`src/rtl/fetch_pc_gen_pkg.sv`:
```
// -----------------------------------------------------------------------------
// fetch_pc_gen_pkg
//   Shared types and constants for the fetch-stage next-PC generator.
//   - fetch_state_e : fetch FSM states (BOOT, FETCH, REDIR)
//   - DEFAULT_RESET_PC : default first fetch address after reset
//   - pc_inc() : sequential next-PC, 32-bit wrap
// -----------------------------------------------------------------------------
package fetch_pc_gen_pkg;

   typedef enum logic [1:0] {
      ST_BOOT  = 2'd0,   // one idle cycle after reset so imem can settle
      ST_FETCH = 2'd1,   // request valid, advancing on ready
      ST_REDIR = 2'd2    // one-cycle bubble after a mispredict flush
   } fetch_state_e;

   localparam logic [31:0] DEFAULT_RESET_PC = 32'h0000_0000;

   // Sequential fall-through address; wraps modulo 2^32.
   function automatic logic [31:0] pc_inc(input logic [31:0] pc);
      return pc + 32'd4;
   endfunction

endpackage

```
`src/rtl/fetch_pc_gen_if.sv`:
```
// -----------------------------------------------------------------------------
// fetch_pc_gen_if
//   Instruction-memory request channel of the fetch stage.
//   inst_req_valid : fetch request valid            (master -> slave)
//   inst_req_ready : imem accepts request this cycle (slave -> master)
//   inst_pc        : fetch address                   (master -> slave)
//   pred_taken     : prediction attached to inst_pc  (master -> slave)
// -----------------------------------------------------------------------------
interface fetch_pc_gen_if;

   logic        inst_req_valid;
   logic        inst_req_ready;
   logic [31:0] inst_pc;
   logic        pred_taken;

   modport master (
      output inst_req_valid,
      output inst_pc,
      output pred_taken,
      input  inst_req_ready
   );

   modport slave (
      input  inst_req_valid,
      input  inst_pc,
      input  pred_taken,
      output inst_req_ready
   );

endinterface

```
`src/rtl/fetch_pc_gen_btb.sv`:
```
// -----------------------------------------------------------------------------
// fetch_pc_gen_btb
//   Direct-mapped branch target buffer. Combinational lookup, single write port.
//   clk, rst      : clock, synchronous active-high reset (clears valid bits)
//   lookup_pc     : address to look up
//   hit, target   : lookup result (valid && tag match), stored target
//   upd_valid     : write enable; entry overwritten, no replacement policy
//   upd_pc        : address of the resolved branch (selects index and tag)
//   upd_target    : resolved target stored in the entry
// -----------------------------------------------------------------------------
module fetch_pc_gen_btb #(
   parameter int BTB_ENTRIES = 16
) (
   input  logic        clk,
   input  logic        rst,
   input  logic [31:0] lookup_pc,
   output logic        hit,
   output logic [31:0] target,
   input  logic        upd_valid,
   input  logic [31:0] upd_pc,
   input  logic [31:0] upd_target
);

   localparam int IDX   = $clog2(BTB_ENTRIES);
   localparam int TAG_W = 32 - IDX - 2;

   logic [BTB_ENTRIES-1:0] valid_q;
   logic [TAG_W-1:0]       tag_q    [BTB_ENTRIES];
   logic [31:0]            target_q [BTB_ENTRIES];

   logic [IDX-1:0]   lookup_idx;
   logic [TAG_W-1:0] lookup_tag;
   logic [IDX-1:0]   upd_idx;
   logic [TAG_W-1:0] upd_tag;

   assign lookup_idx = lookup_pc[IDX+1:2];
   assign lookup_tag = lookup_pc[31:IDX+2];
   assign upd_idx    = upd_pc[IDX+1:2];
   assign upd_tag    = upd_pc[31:IDX+2];

   // Reads see the registered arrays only, so a same-cycle write to the looked-up
   // index returns the old contents.
   assign hit    = valid_q[lookup_idx] && (tag_q[lookup_idx] == lookup_tag);
   assign target = target_q[lookup_idx];

   // NOTE: sequential state uses non-blocking assignments so every register
   // samples pre-edge values, independent of statement order.
   always_ff @(posedge clk) begin
      if (rst) begin
         valid_q <= '0;
      end else if (upd_valid) begin
         valid_q[upd_idx] <= 1'b1;
      end
   end

   // NOTE: only the valid bits are reset; tag/target contents are don't-care
   // while invalid, so leaving them unreset keeps them plain RAM.
   always_ff @(posedge clk) begin
      if (!rst && upd_valid) begin
         tag_q[upd_idx]    <= upd_tag;
         target_q[upd_idx] <= upd_target;
      end
   end

endmodule

```
`src/rtl/fetch_pc_gen.sv`:
```
// -----------------------------------------------------------------------------
// fetch_pc_gen
//   Fetch-stage next-PC generator. Holds the fetch PC, issues valid/ready
//   requests to instruction memory and chooses the next PC from a BTB combined
//   with the global predictor direction.
//   clk, rst     : clock, synchronous active-high reset
//   prdct_br_go  : predictor direction, 1 = taken
//   cancle       : EX mispredict/flush pulse; redirect_pc sampled with it
//   redirect_pc  : correct PC from EX
//   upd_valid    : BTB write enable; upd_pc / upd_target give entry contents
//   imem         : request channel (inst_req_valid/ready, inst_pc, pred_taken)
// -----------------------------------------------------------------------------
module fetch_pc_gen
   import fetch_pc_gen_pkg::*;
#(
   parameter int          BTB_ENTRIES = 16,
   parameter logic [31:0] RESET_PC    = DEFAULT_RESET_PC
) (
   input  logic             clk,
   input  logic             rst,
   input  logic             prdct_br_go,
   input  logic             cancle,
   input  logic [31:0]      redirect_pc,
   input  logic             upd_valid,
   input  logic [31:0]      upd_pc,
   input  logic [31:0]      upd_target,
   fetch_pc_gen_if.master   imem
);

   fetch_state_e state_q, state_d;
   logic [31:0]  pc_q, pc_d;
   logic         btb_hit;
   logic [31:0]  btb_target;
   logic         predict;
   logic [31:0]  next_pc;
   logic         req_valid;

   fetch_pc_gen_btb #(
      .BTB_ENTRIES (BTB_ENTRIES)
   ) u_btb (
      .clk        (clk),
      .rst        (rst),
      .lookup_pc  (pc_q),
      .hit        (btb_hit),
      .target     (btb_target),
      .upd_valid  (upd_valid),
      .upd_pc     (upd_pc),
      .upd_target (upd_target)
   );

   // A BTB miss forces not-taken: without a target the direction is useless.
   assign predict = btb_hit && prdct_br_go;
   assign next_pc = predict ? btb_target : pc_inc(pc_q);

   always_ff @(posedge clk) begin
      if (rst) begin
         state_q <= ST_BOOT;
         pc_q    <= RESET_PC;
      end else begin
         state_q <= state_d;
         pc_q    <= pc_d;
      end
   end

   // NOTE: every output of this block gets a default first, so no path can
   // leave a signal unassigned and infer a latch.
   always_comb begin
      state_d   = state_q;
      pc_d      = pc_q;
      req_valid = 1'b0;
      unique case (state_q)
         ST_BOOT: begin
            state_d = ST_FETCH;
         end
         ST_FETCH: begin
            req_valid = 1'b1;
            // Flush outranks a handshake: the request in flight is killed.
            if (cancle) begin
               pc_d    = redirect_pc;
               state_d = ST_REDIR;
            end else if (imem.inst_req_ready) begin
               pc_d = next_pc;
            end
         end
         ST_REDIR: begin
            if (cancle) begin
               pc_d = redirect_pc;
            end else begin
               state_d = ST_FETCH;
            end
         end
         default: begin
            state_d = ST_BOOT;
         end
      endcase
   end

   assign imem.inst_req_valid = req_valid;
   assign imem.inst_pc        = pc_q;
   assign imem.pred_taken     = predict;

endmodule

```
`src/flat_wrapper.sv`:
```
// flat-port wrapper written by rule: the top's interface ports become plain ports
module fetch_pc_gen_flat import fetch_pc_gen_pkg::*;
#(
   parameter int          BTB_ENTRIES = 16,
   parameter logic [31:0] RESET_PC    = DEFAULT_RESET_PC
)
  (clk, rst, prdct_br_go, cancle, redirect_pc, upd_valid, upd_pc, upd_target, imem_inst_req_valid, imem_inst_pc, imem_pred_taken, imem_inst_req_ready);
  fetch_pc_gen_if imem_i ();
  input  logic clk;
  input  logic rst;
  input  logic prdct_br_go;
  input  logic cancle;
  input  logic [31:0] redirect_pc;
  input  logic upd_valid;
  input  logic [31:0] upd_pc;
  input  logic [31:0] upd_target;
  output wire logic [$bits(imem_i.inst_req_valid)-1:0] imem_inst_req_valid;
  output wire logic [$bits(imem_i.inst_pc)-1:0] imem_inst_pc;
  output wire logic [$bits(imem_i.pred_taken)-1:0] imem_pred_taken;
  input wire logic [$bits(imem_i.inst_req_ready)-1:0] imem_inst_req_ready;
  assign imem_inst_req_valid = imem_i.inst_req_valid;
  assign imem_inst_pc = imem_i.inst_pc;
  assign imem_pred_taken = imem_i.pred_taken;
  assign imem_i.inst_req_ready = imem_inst_req_ready;
  fetch_pc_gen #(.BTB_ENTRIES(BTB_ENTRIES), .RESET_PC(RESET_PC)) u_core (.clk(clk), .rst(rst), .prdct_br_go(prdct_br_go), .cancle(cancle), .redirect_pc(redirect_pc), .upd_valid(upd_valid), .upd_pc(upd_pc), .upd_target(upd_target), .imem(imem_i));
endmodule
```
`config.mk`:
```
export PLATFORM = sky130hd
export DESIGN_NAME = fetch_pc_gen_flat
export DESIGN_NICKNAME = d
export VERILOG_FILES = /design/src/rtl/fetch_pc_gen_pkg.sv /design/src/rtl/fetch_pc_gen_if.sv /design/src/rtl/fetch_pc_gen_btb.sv /design/src/rtl/fetch_pc_gen.sv /design/src/flat_wrapper.sv
export SDC_FILE = /design/constraint.sdc
export NUM_CORES = 1
export LEC_CHECK = 0
export BUFFER_PORTS_ARGS = -buffer_cell sky130_fd_sc_hd__buf_4
export CORE_MARGIN = 3
export CORE_UTILIZATION = 60
export DETAILED_ROUTE_END_ITERATION = 8
export PLACE_DENSITY = 0.85
export SLEW_MARGIN = 40
export SYNTH_ARGS = -nofsm -noshare
export SYNTH_HDL_FRONTEND = slang
export SYNTH_HIERARCHICAL = 1
export SYNTH_SLANG_ARGS = --single-unit
```
`constraint.sdc`:
```
create_clock -name clk -period 13.7 [get_ports clk]
set_clock_uncertainty 0.2 [all_clocks]
set_input_delay 1.37 -clock clk [delete_from_list [all_inputs] [get_ports clk]]
set_output_delay 1.37 -clock clk [all_outputs]
set_load 0.03 [all_outputs]
```
### Word-level counts from Yosys, hierarchy flattened

Memory sizes are Yosys's and may differ from the RTL's. A register that Yosys moved wholly into a read port is not among the register bits.
Index checks and enable logic that the tools add are counted.

* register bits: 50
* memory bits (writable): 928
* input bits: 102
* output and inout bits: 34
* word-level logic and storage cells: 45
* memories: 2

Memory list
* u_core.u_btb.target_q: depth 16, bits a word 32, rd ports 1, clocked after memory_dff 1, wr ports 1, RTL line fetch_pc_gen_btb.sv:29 `logic [31:0] target_q [BTB_ENTRIES];`
* u_core.u_btb.tag_q: depth 16, bits a word 26, rd ports 1, clocked after memory_dff 1, wr ports 1, RTL line fetch_pc_gen_btb.sv:28 `logic [TAG_W-1:0] tag_q [BTB_ENTRIES];`

* add/sub/neg operators: 1
* $lt $le $gt $ge: 3
* equality and inequality tests: 7
* mux-type cells: 19
* bitwise gates (word level): 1
* reductions and logical operators: 9

Operators with widths (number)
* 2-to-1 mux 32 bit: 4
* one-hot mux 32 bit (2 select lines): 1
* adder 32 x 3 -> 32 bit (second input constant): 1
* equality test 26 bit: 1
* 2-to-1 mux 4 bit: 4
* bitwise OR 16 bit: 1
* less-than comparator 4 x 5 -> 1 bit (second input constant): 2
* != test 2 bit (second input constant): 3
* one-hot mux 2 bit (3 select lines): 1
* 2-to-1 mux 1 bit: 5
* binary-select mux 1 bit (select 4 bit): 1
* demux 1 bit (select 4 bit): 1
* >= comparator 4 x 1 -> 1 bit (second input constant): 1
* logical AND 1 bit: 4
* 2-to-1 mux 2 bit: 2
* != test 3 bit (second input constant): 1
* AND reduction 3 bit: 1
* equality test 2 x 1 -> 1 bit (second input constant): 1
* equality test 2 bit (second input constant): 1
* zero test 2 bit: 1
* AND reduction 2 bit: 1
* nonzero test 2 bit: 1
* zero test 1 bit: 1

### Logic depth before layout (Yosys ltp)

* depth after elaboration: 10
* mapped depth: 19
* gate-level depth less buffers: 12

### Cells and area by module

The synthesis kept the hierarchy.

Modules (own cells, without submodules)
* fetch_pc_gen_btb: instances 1, cells each 1516, area an instance 36241.0 µm², seq. area each 28187.0 µm²
* fetch_pc_gen: instances 1, cells each 338, area an instance 2506.2 µm², seq. area each 680.7 µm²

### Least setup slack after synthesis

No wires, ideal clock.

* path type: input port to flip-flop
* from: input rst
* to: memory u_core/u_btb/tag_q[0][0] (netlist name) (enable)
* library setup time: 548 ps
* arrival: 5935 ps
* required time: 12952 ps
* setup slack: 7016 ps
* cell stages on the path: 4
* path buffers: 0
* path through: clkinv_1 nand2_1 or3_1 nor3_1

* cells in the longest elaborated chain, start to end: 4

RTL lines
* from (decl): RTL line flat_wrapper.sv:10 `input logic rst;`
* zero test 1 bit: RTL line fetch_pc_gen_btb.sv:59 `if (!rst && upd_valid) begin`
* logical AND 1 bit: RTL line fetch_pc_gen_btb.sv:59
* 2-to-1 mux 1 bit: RTL line fetch_pc_gen_btb.sv:59
* 2-to-1 mux 1 bit (not written as such): RTL line fetch_pc_gen_btb.sv:60 `tag_q[upd_idx] <= upd_tag;`
* to (decl): RTL line fetch_pc_gen_btb.sv:28

No other way between the ends.

### Final worst setup path

* from: register u_core.pc_q[2], in the netlist u_core/imem.inst_pc[2]
* to: output imem_pred_taken

* cells in the longest elaborated chain, start to end: 4

RTL lines
* from (decl): RTL line fetch_pc_gen.sv:31 `logic [31:0] pc_q, pc_d;`
* from (signal assigned): RTL line fetch_pc_gen.sv:61 `pc_q <= pc_d;`
* binary-select mux 1 bit (select 4 bit): RTL line fetch_pc_gen_btb.sv:43 `assign hit = valid_q[lookup_idx] && (tag_q[lookup_idx] == lookup_tag);`
* 2-to-1 mux 1 bit (not written as such): RTL line fetch_pc_gen_btb.sv:43
* logical AND 1 bit: RTL line fetch_pc_gen_btb.sv:43
* net u_core.btb_hit: RTL line fetch_pc_gen.sv:32 `logic btb_hit;`
* logical AND 1 bit: RTL line fetch_pc_gen.sv:52 `assign predict = btb_hit && prdct_br_go;`
* to (decl): RTL line flat_wrapper.sv:19 `output wire logic [$bits(imem_i.pred_taken)-1:0] imem_pred_taken;`

The timed path passes the listed nets, and every way through them passes these cells. The select of a mux whose other input is x is not followed.

==> results.txt <==
The DRC marker count from the first detailed-route iteration came out at around 2600. The number of antenna violations at the first check in global routing is 2. The post-synthesis net count is ~2000. The sequential fraction of the synthesis area came out at 74.5%.

For this configuration, the core starts out at a cell density of between 60% and 70%. The most used flip-flop cell after synthesis is edfxtp_1. Setup repair after global routing left no endpoint under its margin. The sum of internal, switching and leakage power came out at 6.53 mW. The delay of the slowest cell on the worst path came out at ~0.66 ns.

The post-detailed-placement half-perimeter wirelength is 52400 um. The sequential group share of total power came out at about half. In this run the remaining antenna-violating nets after routing total 0. The max-cap check violation count is 0. The startpoint class of the critical path is a flip-flop.

After detailed routing, the number of vias per cell comes to ~7. The global-route wire length before repair came out at approximately 140000 um. The count of unresolved DRC violations after routing is 0. The type of element capturing the critical path is an output pin.

The total leakage power came out at ~14 nW. The fraction of met1 tracks used by global routing came out at 39.3%. The final sum of negative setup slack came out at 0 ns.

The clock tree root driver cell is clkbuf_16. The quantity of hold-fixing buffers added after cts came out at 0. The met3 demand-to-capacity share in global routing is under 10%. For this run, the total global-route usage over all layers was measured as between 20% and 30%. The flow ran to the end, and the final reports show no timing, DRC or antenna violations. The number of H-tree branching levels came out at 3.

The total of endpoints with negative setup slack in the final report came out at 0. The routed design has 96000 um of wire. The number of storage elements in the synthesis netlist came out at between 900 and 1000. The area of all placed cells without fillers came out at between 0.04 and 0.05 mm2. met2 is the most crowded layer.

The maximum number of pins on one net before global-route repair came out at a little under 70. The design internal power is 5.04 mW. The transition time at the pin with the least slew margin came out at a little under 0.9 ns. The routed layout has slightly above 20000 vias. The critical path data required time is 12.13 ns. The highest-delay cell along the critical path is and2_0.

After the last flow step, the layout net total stands at 2129. The placed standard-cell area came out at just over 0.04 mm2. The maximum buffer depth of the clock tree is 3. The library cells used most frequently in the layout, excluding fill and tap cells, are edfxtp_1 (928), mux4_2 (268), buf_4 (165), clkbuf_16 (93).

The signal on the critical path passes through buf_12 -> buf_6 -> mux4_2 -> mux2i_1 -> xnor2_1 -> nor4_1 -> a21oi_1 -> or4_1 -> nor4_2 -> and2_0 -> buf_4. The wire length per cell came out at 32.5 um. Counting flops with an async set or reset pin after synthesis yields a share of 0%. The type of the most critical hold path is reg -> reg. The buffer count from post-CTS setup fixing is 0. The average instance area after synthesis is ~21 um2. The width of the die is ~260 um.

The total grt overflow came out at 0. The count of distinct cell types in the synthesized netlist is between 70 and 80. The total power divided by cell area came out at about 150 mW/mm2. The setup path with the least slack is of type reg -> out.

The worst-case headroom to the max-slew limit came out at about two fifths. The data arrival time of the critical path came out at just under 6 ns. The switching share of total power is 22.9%. The commonest non-fill, non-tap cell in the layout is edfxtp_1. The filler-free cell count of the finished design came out at 2950.

The highest net fanout along the worst path is between 50 and 60. The share of total power dissipated in the clock network is 37.8%. Buffers inserted during clock tree synthesis total between 90 and 100. The number of global-route vias before repair came out at 21000. In this run the standard cell core region covers 0.0634 mm2. The switching power is around 1.5 mW. The met2 usage in global routing came out at between 40% and 50%. The final cycle utilization of the critical path came out at roughly 54%. Yosys printed 6 warnings.

The final weighted congestion in routability-driven placement came out at about 0.9. The hold violation count in the final report came out at 0. The worst voltage drop across the vdd grid came out at 0.150 mV. The achievable clock frequency came out at between 100 and 150 MHz. In this run, the combinational gates consume between 10% and 20% of the power. The number of I/O pins came out at ~140.

The clock-pin slew reported for the worst setup and hold paths after clock tree synthesis is approximately 0.070 ns. TritonCTS built the clock tree. The site row count is around 90. From synthesis to final layout, the design area changed by 13.0%.

The number of enable flip-flop cells after synthesis is a little over 900. The number of sinks driven by the clock tree came out at ~980. The filler cells instantiated in the layout total 3647. The die span in y is 260 um.

The count of instances resized after the clock tree is built came out at 0. The cell count after synthesis came out at about 1900. The first-pass detailed-route iteration total came out at 9. Input and output buffers added on the ports amount to around 130. In this run the cell area of the synthesized design comes to between 0.03 and 0.04 mm2. The post-layout minimum cycle time is roughly 7.4 ns.

The later-pin clock latency in the skew report came out at 0.66 ns. The number of max-slew violations in the final report is 0. The area of the die came out at ~0.068 mm2. Including well taps, the total number of placed cells is approximately 2800.

The fraction of final layout cells with drive strength greater than 1 came out at 29.6%.
## critical path: cells and delay by family (launching register included)
family / cells / cell delay (ns)
XOR/XNOR: 1 / 0.12
multiplexers: 2 / 0.85
AO/OA/AOI/OAI: 1 / 0.12
AND/OR/NAND/NOR: 4 / 2.16
buffers and inverters: 3 / 1.21
flip-flops: 1 / 0.64
## synthesized netlist by cell type (all sizes together) (5+ instances only)
| cell type | count | area share, % |
|---|---|---|
| nand4 | 14 | 0.24 |
| a22o | 8 | 0.18 |
| mux4 | 268 | 16 |
| a21oi | 46 | 0.60 |
| edfxtp | 928 | 72 |
| inv | 14 | 0.14 |
| a22oi | 13 | 0.25 |
| mux2i | 46 | 1.2 |
| a211oi | 11 | 0.21 |
| o221ai | 6 | 0.14 |
| nor4 | 10 | 0.19 |
| dfxtp | 50 | 2.6 |
| buf | 62 | 0.97 |
| nor3 | 15 | 0.21 |
| xor2 | 9 | 0.20 |
| nor2b | 9 | 0.15 |
| nand2 | 36 | 0.35 |
| nor2 | 49 | 0.48 |
| a221oi | 5 | 0.11 |
| xnor2 | 27 | 0.61 |
| clkbuf | 40 | 0.39 |
| o211ai | 7 | 0.14 |
| o21ai | 44 | 0.57 |
| a21o | 21 | 0.41 |
| nand3 | 16 | 0.21 |
| and3 | 6 | 0.097 |
| nand2b | 11 | 0.18 |
| a31oi | 18 | 0.29 |
## sequential cells by signal, indices dropped and copies added, names as in the netlist
name,flops
u_core/state_q,2
u_core/u_btb/valid_q,16
u_core/u_btb/target_q,512
u_core/imem.inst_pc,32
u_core/u_btb/tag_q,416
## final timing paths
path / start / end / slack, ns / cells past startpoint
hold reg to reg: u_core/u_btb/valid_q[6] / u_core/u_btb/valid_q[6] / 0.26 / 1
setup / recovery: u_core/imem.inst_pc[2] / imem_pred_taken / 6.31 / 11
setup reg to reg: u_core/imem.inst_pc[2] / u_core/imem.inst_pc[30] / 7.52 / 15
hold / removal: u_core/u_btb/valid_q[6] / u_core/u_btb/valid_q[6] / 0.26 / 1
## per-layer routing
| metal | share of wire (%) | up-vias | routed length [um] |
|---|---|---|---|
| met5 | 0 | - | 0 |
| met3 | 11 | 269 | 10600 |
| met1 | 35 | 10600 | 33700 |
| li1 | - | 8156 | - |
| met4 | 3.7 | 0 | 3510 |
| met2 | 50 | 1456 | 48200 |
## power groups by stage
stage	clock [mW]	sequential, mW	combinational [mW]
2_1_floorplan	0	3.42	0.477
3_3_place_gp	0	3.44	0.643
3_5_place_dp	0	3.44	0.675
4_1_cts	2.50	3.37	0.686
5_1_grt	2.62	3.38	0.729
6_report	2.47	3.38	0.687
## layout make-up
type                            instances  area (um2)  area share [%]
Tap cell                              846        1060            2.42
Timing Repair Buffer                  178        1410            3.21
Clock buffer                          120        2490            5.69
Clock inverter                         50         427           0.975
Sequential cell                       978       28900            66.0
Antenna cell                            4        10.0          0.0229
Multi-Input combinational cell        758        9440            21.6
Inverter                               16        61.3           0.140
## stage by stage
step	hold slack, ns	setup WS, ns	util (%)
after floorplan	0.221	7.02	-
after global placement	0.227	6.62	64.2
after detailed placement	0.238	6.97	64.4
after CTS	0.253	6.22	69.0
after global routing	0.266	5.97	69.0
final	0.255	6.31	69.0
## logic make-up (layout without fill, tap and decap cells)
family	count (synthesis)	after routing	share of synthesized area, %
buffers and inverters	118	364	1.51
other	0	4	0
AO/OA/AOI/OAI	210	210	3.57
XOR/XNOR	36	36	0.814
multiplexers	317	317	16.9
AND/OR/NAND/NOR	191	191	2.63
flip-flops	978	978	74.5
adder cells (fa/ha/maj)	4	4	0.129
(Power assumes the default switching activity.)
